[src/rtl/cpu_pkg.sv]
// cpu_pkg: shared encodings for the memory arbiter slice.
//   state_t : arbiter FSM state (IDLE, ACCESS, DONE)
//   owner_t : which requester owns the current transfer (fetch / load-store)
package cpu_pkg;

  typedef enum logic [1:0] {
    IDLE   = 2'b00,
    ACCESS = 2'b01,
    DONE   = 2'b10
  } state_t;

  typedef enum logic {
    OWN_IF = 1'b0,
    OWN_LS = 1'b1
  } owner_t;

endpackage

[src/rtl/mem_arbiter_if.sv]
// mem_arbiter_if: bundles the fetch port, the load/store port and the shared
// memory port of mem_arbiter.
//   slave  : arbiter side (takes requests and mem_rdata, drives done/rdata/mem_*)
//   master : client / memory-model side (the reverse)
// Parameters: AW address width, DW data width.
interface mem_arbiter_if #(
  parameter int AW = 32,
  parameter int DW = 32
);
  logic          if_req;
  logic [AW-1:0] if_addr;
  logic          if_done;
  logic [DW-1:0] if_rdata;

  logic          ls_req;
  logic          ls_we;
  logic [AW-1:0] ls_addr;
  logic [DW-1:0] ls_wdata;
  logic          ls_done;
  logic [DW-1:0] ls_rdata;

  logic          mem_cs;
  logic          mem_we;
  logic [AW-1:0] mem_addr;
  logic [DW-1:0] mem_wdata;
  logic [DW-1:0] mem_rdata;

  modport slave (
    input  if_req, if_addr, ls_req, ls_we, ls_addr, ls_wdata, mem_rdata,
    output if_done, if_rdata, ls_done, ls_rdata,
           mem_cs, mem_we, mem_addr, mem_wdata
  );

  modport master (
    output if_req, if_addr, ls_req, ls_we, ls_addr, ls_wdata, mem_rdata,
    input  if_done, if_rdata, ls_done, ls_rdata,
           mem_cs, mem_we, mem_addr, mem_wdata
  );
endinterface

[src/rtl/mem_arb_wait_cnt.sv]
// mem_arb_wait_cnt: 4-bit down-counter timing the ACCESS phase.
//   clk, rst  : clock, synchronous active-high reset (clears count)
//   load      : load load_val (has priority over dec)
//   load_val  : value to load (LAT-1)
//   dec       : decrement by one; saturates at zero
//   zero      : count is zero
module mem_arb_wait_cnt (
  input  logic       clk,
  input  logic       rst,
  input  logic       load,
  input  logic [3:0] load_val,
  input  logic       dec,
  output logic       zero
);
  logic [3:0] cnt;

  always_ff @(posedge clk) begin
    if (rst)
      cnt <= '0;
    else if (load)
      cnt <= load_val;
    else if (dec && (cnt != '0))
      cnt <= cnt - 4'd1;
  end

  assign zero = (cnt == '0);
endmodule

[src/rtl/mem_arbiter.sv]
// mem_arbiter: shares one memory port between an instruction-fetch port and a
// load/store port. Each transfer runs IDLE -> ACCESS (LAT cycles, mem_cs=1)
// -> DONE (one-cycle done pulse to the owner) -> IDLE.
//   clk, rst : clock, synchronous active-high reset
//   bus      : mem_arbiter_if.slave (fetch, load/store and memory signals)
//   busy     : high whenever the FSM is not in IDLE
// Parameters: AW, DW widths; LAT access cycles per transfer (1..15).
// Build option: define MEM_ARB_RR_EN for round-robin arbitration between the
// two requesters; default is fixed priority with load/store first.
module mem_arbiter
  import cpu_pkg::*;
#(
  parameter int AW  = 32,
  parameter int DW  = 32,
  parameter int LAT = 2
) (
  input  logic          clk,
  input  logic          rst,
  mem_arbiter_if.slave  bus,
  output logic          busy
);
  localparam logic [3:0] LAT_M1 = 4'(LAT - 1);

  state_t        state;
  owner_t        owner;
  owner_t        grant;
  logic          any_req;
  logic          cnt_load;
  logic          cnt_dec;
  logic          cnt_zero;
  logic [AW-1:0] addr_sel;
  logic [DW-1:0] wdata_sel;

`ifdef MEM_ARB_RR_EN
  owner_t last_own;

  // On a tie the requester that did not win the previous grant goes first.
  always_comb begin
    grant = OWN_IF;
    if (bus.ls_req && bus.if_req)
      grant = (last_own == OWN_LS) ? OWN_IF : OWN_LS;
    else if (bus.ls_req)
      grant = OWN_LS;
  end
`else
  always_comb begin
    grant = OWN_IF;
    if (bus.ls_req)
      grant = OWN_LS;
  end
`endif

  assign any_req   = bus.if_req || bus.ls_req;
  assign addr_sel  = (grant == OWN_LS) ? bus.ls_addr : bus.if_addr;
  assign wdata_sel = (grant == OWN_LS) ? bus.ls_wdata : bus.mem_wdata;
  assign cnt_load  = (state == IDLE) && any_req;
  assign cnt_dec   = (state == ACCESS) && !cnt_zero;
  assign busy      = (state != IDLE);

  mem_arb_wait_cnt u_wait_cnt (
    .clk      (clk),
    .rst      (rst),
    .load     (cnt_load),
    .load_val (LAT_M1),
    .dec      (cnt_dec),
    .zero     (cnt_zero)
  );

  always_ff @(posedge clk) begin
    if (rst) begin
      state         <= IDLE;
      owner         <= OWN_IF;
      bus.mem_cs    <= 1'b0;
      bus.mem_we    <= 1'b0;
      bus.mem_addr  <= '0;
      bus.mem_wdata <= '0;
      bus.if_done   <= 1'b0;
      bus.ls_done   <= 1'b0;
      bus.if_rdata  <= '0;
      bus.ls_rdata  <= '0;
`ifdef MEM_ARB_RR_EN
      last_own      <= OWN_IF;
`endif
    end else begin
      bus.if_done <= 1'b0;
      bus.ls_done <= 1'b0;
      case (state)
        IDLE: begin
          if (any_req) begin
            owner         <= grant;
            bus.mem_cs    <= 1'b1;
            bus.mem_we    <= (grant == OWN_LS) && bus.ls_we;
            bus.mem_addr  <= addr_sel;
            bus.mem_wdata <= wdata_sel;
            state         <= ACCESS;
`ifdef MEM_ARB_RR_EN
            last_own      <= grant;
`endif
          end
        end
        ACCESS: begin
          // Read data is taken on the final access edge; done is raised here
          // so that it is a registered pulse covering exactly the DONE cycle.
          if (cnt_zero) begin
            bus.mem_cs <= 1'b0;
            bus.mem_we <= 1'b0;
            if (owner == OWN_LS) begin
              bus.ls_done <= 1'b1;
              if (!bus.mem_we)
                bus.ls_rdata <= bus.mem_rdata;
            end else begin
              bus.if_done  <= 1'b1;
              bus.if_rdata <= bus.mem_rdata;
            end
            state <= DONE;
          end
        end
        DONE:    state <= IDLE;
        default: state <= IDLE;
      endcase
    end
  end
endmodule
[src/flat_wrapper.sv]
// flat-port wrapper written by rule: the top's interface ports become plain ports
module mem_arbiter_flat import cpu_pkg::*;
#(
  parameter int AW  = 32,
  parameter int DW  = 32,
  parameter int LAT = 2
)
  (clk, rst, busy, bus_if_req, bus_if_addr, bus_ls_req, bus_ls_we, bus_ls_addr, bus_ls_wdata, bus_mem_rdata, bus_if_done, bus_if_rdata, bus_ls_done, bus_ls_rdata, bus_mem_cs, bus_mem_we, bus_mem_addr, bus_mem_wdata);
  mem_arbiter_if #(.AW(AW), .DW(DW)) bus_i ();
  input  logic clk;
  input  logic rst;
  output logic busy;
  input wire logic [$bits(bus_i.if_req)-1:0] bus_if_req;
  input wire logic [$bits(bus_i.if_addr)-1:0] bus_if_addr;
  input wire logic [$bits(bus_i.ls_req)-1:0] bus_ls_req;
  input wire logic [$bits(bus_i.ls_we)-1:0] bus_ls_we;
  input wire logic [$bits(bus_i.ls_addr)-1:0] bus_ls_addr;
  input wire logic [$bits(bus_i.ls_wdata)-1:0] bus_ls_wdata;
  input wire logic [$bits(bus_i.mem_rdata)-1:0] bus_mem_rdata;
  output wire logic [$bits(bus_i.if_done)-1:0] bus_if_done;
  output wire logic [$bits(bus_i.if_rdata)-1:0] bus_if_rdata;
  output wire logic [$bits(bus_i.ls_done)-1:0] bus_ls_done;
  output wire logic [$bits(bus_i.ls_rdata)-1:0] bus_ls_rdata;
  output wire logic [$bits(bus_i.mem_cs)-1:0] bus_mem_cs;
  output wire logic [$bits(bus_i.mem_we)-1:0] bus_mem_we;
  output wire logic [$bits(bus_i.mem_addr)-1:0] bus_mem_addr;
  output wire logic [$bits(bus_i.mem_wdata)-1:0] bus_mem_wdata;
  assign bus_i.if_req = bus_if_req;
  assign bus_i.if_addr = bus_if_addr;
  assign bus_i.ls_req = bus_ls_req;
  assign bus_i.ls_we = bus_ls_we;
  assign bus_i.ls_addr = bus_ls_addr;
  assign bus_i.ls_wdata = bus_ls_wdata;
  assign bus_i.mem_rdata = bus_mem_rdata;
  assign bus_if_done = bus_i.if_done;
  assign bus_if_rdata = bus_i.if_rdata;
  assign bus_ls_done = bus_i.ls_done;
  assign bus_ls_rdata = bus_i.ls_rdata;
  assign bus_mem_cs = bus_i.mem_cs;
  assign bus_mem_we = bus_i.mem_we;
  assign bus_mem_addr = bus_i.mem_addr;
  assign bus_mem_wdata = bus_i.mem_wdata;
  mem_arbiter #(.AW(AW), .DW(DW), .LAT(LAT)) u_core (.clk(clk), .rst(rst), .bus(bus_i), .busy(busy));
endmodule
[config.mk]
export PLATFORM = sky130hd
export DESIGN_NAME = mem_arbiter_flat
export DESIGN_NICKNAME = d
export VERILOG_FILES = /design/src/rtl/cpu_pkg.sv /design/src/rtl/mem_arbiter_if.sv /design/src/rtl/mem_arb_wait_cnt.sv /design/src/rtl/mem_arbiter.sv /design/src/flat_wrapper.sv
export SDC_FILE = /design/constraint.sdc
export NUM_CORES = 1
export LEC_CHECK = 0
export CAP_MARGIN = 20
export CELL_PAD_IN_SITES_DETAIL_PLACEMENT = 2
export CELL_PAD_IN_SITES_GLOBAL_PLACEMENT = 2
export CORE_ASPECT_RATIO = 1.5
export CORE_UTILIZATION = 25
export CTS_BUF_LIST = sky130_fd_sc_hd__clkbuf_16
export DETAILED_ROUTE_END_ITERATION = 10
export PLACE_DENSITY = 0.88
export REMOVE_ABC_BUFFERS = 1
export SETUP_SLACK_MARGIN = 0.15
export SLEW_MARGIN = 20
export SYNTH_ARGS = -nofsm -noshare
export SYNTH_HDL_FRONTEND = slang
export SYNTH_SLANG_ARGS = --single-unit
[constraint.sdc]
create_clock -name clk -period 5.2 [get_ports clk]
set_input_delay 1.04 -clock clk [delete_from_list [all_inputs] [get_ports clk]]
set_output_delay 1.04 -clock clk [all_outputs]
set_load 0.005 [all_outputs]
==> summary by stage <==
Run status
The run finished, with violations left. The final reports fail on design-rule violations.

Global routing
The first global-routing pass estimated 34000 um of wire. Entering global routing, the biggest net connects 95 pins. For this run the aggregate overflow at the end of global routing stands at 0.

The number of antenna violations at the first check in global routing is 1. The via count of the first global-routing pass was 6275. The combined global-route utilization of all metal layers is 0.187.

Layout
The net count reported at finish is 995. The count of cells in the finished layout, fillers not included, comes to 1151. From synthesis to final layout, the design area changed by 59.7%.

The proportion of layout cells with a drive suffix above 1 is 0.0595. With fillers left out, the area of the finished cells amounts to roughly 9000 sq um. The number of fill cells in the layout is 2421. Summing all multi-input logic gate instances after layout gives 2650 sq um. The combined flip-flop and latch cell area is 2780 sq um. Once layout is complete, the utilization of the core stands at 0.407.

Detailed routing
The total DRC errors in the routed layout is 16. The per-cell routed wire length is 19.0 um. The total iterations of the first detailed-routing run is 9. The remaining number of nets flagged by the antenna check after routing is 0. For this block, the via count after detailed routing is 5646. The routed wire length is 21800 um. The per-cell via count in the routed design is 4.91. The starting DRC count in detailed routing is 196.

STA
After layout, the minimum clock period comes to 3.07 ns. Dividing the final minimum period by the clock period gives 0.590. Measured against its own limit, the worst slew margin works out to 0.350. Setup total negative slack on the finished layout was measured at 0 ns. The final hold violation count is 0. The number of max-slew violations in the final report is 0. The achievable clock frequency is roughly 330 MHz.

The final clock skew is 0.0103 ns. The final setup violation count is 0. Setup repair after global routing left no endpoint under its margin. The worst-margin pin slew is 0.973 ns.

Floorplan
The number of cell rows is 67. The region available for standard cell placement spans between 20000 and 25000 sq um. The chip height is 187 um. The width of the die is about 130 um. The area of the die is 23500 sq um. The I/O pin total is 266. The starting utilization of the core area is 0.255.

CTS
The clock tree root driver cell is clkbuf_16. The H-tree level count is 4. In this run, CTS created clock tree buffers numbering 17.

The number of sinks handled by clock tree synthesis is ~140. TritonCTS built the clock tree. The post-cts hold buffer count is 0. The number of setup buffers added after CTS is 0. The worst-skew pair later-pin latency is 0.42 ns.

The maximum number of buffers from clock root to sink is 2. Clock-pin slew was measured on the worst setup and hold paths at 0.06 ns. Gates resized during post-CTS repair numbered 0.

Worst setup path
On the critical path the largest part of the delay comes from buffers and inverters. Counting both buffers and inverters, the worst setup path holds a total of 3. The kind of end point of the critical path is an output port.

The start-to-end type of the worst setup path is flop to output port. The endpoint arrival time on the critical path is 2.03 ns. For this design, the slowest cell found on the critical path is clkdlybuf4s50_1. The endpoint required time on the critical path is around 4.2 ns. On the worst path, the slowest cell contributes a delay of between 0.5 and 0.6 ns.

Of all nets on the critical path, the largest fanout is 35. The worst setup path is launched from a flop. The signal on the critical path passes through nor2_2, buf_4, inv_1, clkdlybuf4s50_1.

Place
The placement-stage cell area is between 8000 and 9000 sq um. The detailed-placement wirelength estimate is roughly 15000 um. The number of buffer cells added on primary ports is 265. The count of placed standard cells including taps is 1118. The last weighted congestion value of the routability-driven placer is 0.710.

Pwr
The final total power is 3.09 mW. The analysis attributes to cell leakage a power of between 3 and 4 nW. The peak supply drop is between 200 and 250 uV. The ratio of total power to cell area is 339 nW/um^2.

Synth
In the synthesized netlist the dominant register cell turns out to be dfxtp_1. The share of synthesized area in the top cell type comes to 0.488. In this run, synthesis produced a sequential element count of 139. The netlist uses 30 different library cells. The synthesized area divided by synthesized cell count is around 9.1 sq um.

After synthesis, the cell types taking the most area are dfxtp_1 49%, mux2i_1 11%, a21oi_1 9.0%. The netlist area before placement is 5710 sq um. The total number of yosys warnings is 0. The biggest area contributor in the post-synthesis netlist is dfxtp_1. For this run, the register share of the synthesized area comes to 0.488. Counting flops with an async set or reset pin after synthesis yields a share of 0. By instance count, the leading cell after synthesis is dfxtp_1. Counting instances in the post-synthesis netlist gives the leading cell types as 139 x dfxtp_1, 103 x a21oi_1, 68 x nand2_1, 65 x nand2b_1, 64 x mux2i_1.

Yosys mapped a number of flops with a built-in enable equal to 0. Synthesis handed over a netlist of 629 instances.

Min path
The worst hold-check path type is flop to flop.

Flow run
Max-cap violations in this run came to 0.
-- through the flow --
step | hold WS [ns] | worst slack, ns
2_1_floorplan | 0.447 | 2.04
3_3_place_gp | 0.440 | 2.36
4_1_cts | 0.460 | 2.11
6_report | 0.456 | 2.13
5_1_grt | 0.485 | 2.02
3_5_place_dp | 0.454 | 2.29
-- report_power, final --
part / switching [mW] / leakage, nW / internal (mW)
combinational: 0.313 / 2.01 / 0.332
sequential: 0.0500 / 1.14 / 1.15
clock: 0.492 / 0.273 / 0.752
total: 0.855 / 3.42 / 2.24
-- kinds of logic after synthesis --
family                   share of synthesized area
adder cells (fa/ha/maj)                    0.00219
AND/OR/NAND/NOR                              0.174
flip-flops                                   0.488
AO/OA/AOI/OAI                                0.170
buffers and inverters                       0.0541
multiplexers                                 0.112
-- layout by cell type, fill, tap and decap left out, types with 2 or more instances in the layout --
master,n
nor2_2,2
a211oi_1,32
inv_1,5
nand2b_1,65
clkinv_2,3
mux2i_1,64
nand2_1,68
clkinvlp_4,7
nor2_1,3
dfxtp_1,139
or4_1,2
buf_4,8
bufinv_16,3
a21oi_1,103
nand4_1,32
o21ai_0,37
clkdlybuf4s50_1,263
clkbuf_16,17
-- worst register-to-register path, stage by stage, from the launching register on --
cell	delay (ns)
dfxtp_1	0.31
inv_1	0.07
ha_1	0.19
or3b_4	0.61
or3_4	0.71
mux2i_1	0.22
-- worst paths after layout --
path	endpoint	depth (start not counted)	from	slack, ns
worst max-delay path	busy	4	u_core.state[1]$_SDFFE_PP0P_	2.13
worst min-delay path	u_core.bus.mem_wdata[10]$_SDFFE_PP0P_	2	u_core.bus.mem_wdata[10]$_SDFFE_PP0P_	0.46
worst max register to register	u_core.bus.if_rdata[11]$_SDFFE_PP0P_	5	u_core.u_wait_cnt.cnt[0]$_SDFFE_PP0P_	2.96
worst min register to register	u_core.bus.mem_wdata[10]$_SDFFE_PP0P_	2	u_core.bus.mem_wdata[10]$_SDFFE_PP0P_	0.46
-- cell type report --
type,count,share of cell area
multi-input cells,425,0.290
clock buffers,17,0.0467
flip-flops and latches,139,0.305
inverters,5,0.00206
well taps,276,0.0379
repair buffers,273,0.298
clock inverters,15,0.0192
diodes,1,0.000275
-- state kept, by name (all words and copies together) (netlist names) --
name	cells
u_core.u_wait_cnt.cnt	4
u_core.state	2
u_core.bus.mem_we	1
u_core.bus.if_done	1
u_core.bus.mem_addr	32
u_core.owner	1
u_core.bus.if_rdata	32
u_core.bus.ls_rdata	32
u_core.bus.ls_done	1
u_core.bus.mem_cs	1
u_core.bus.mem_wdata	32
-- routing by layer --
metal,track usage,vias up,part of all wire
met5,0,-,0
met3,0.0478,41,0.044
li1,-,2677,-
met2,0.364,168,0.57
met4,0.0980,0,0.035
met1,0.178,2760,0.35
Power figures use the tool's default switching activity.
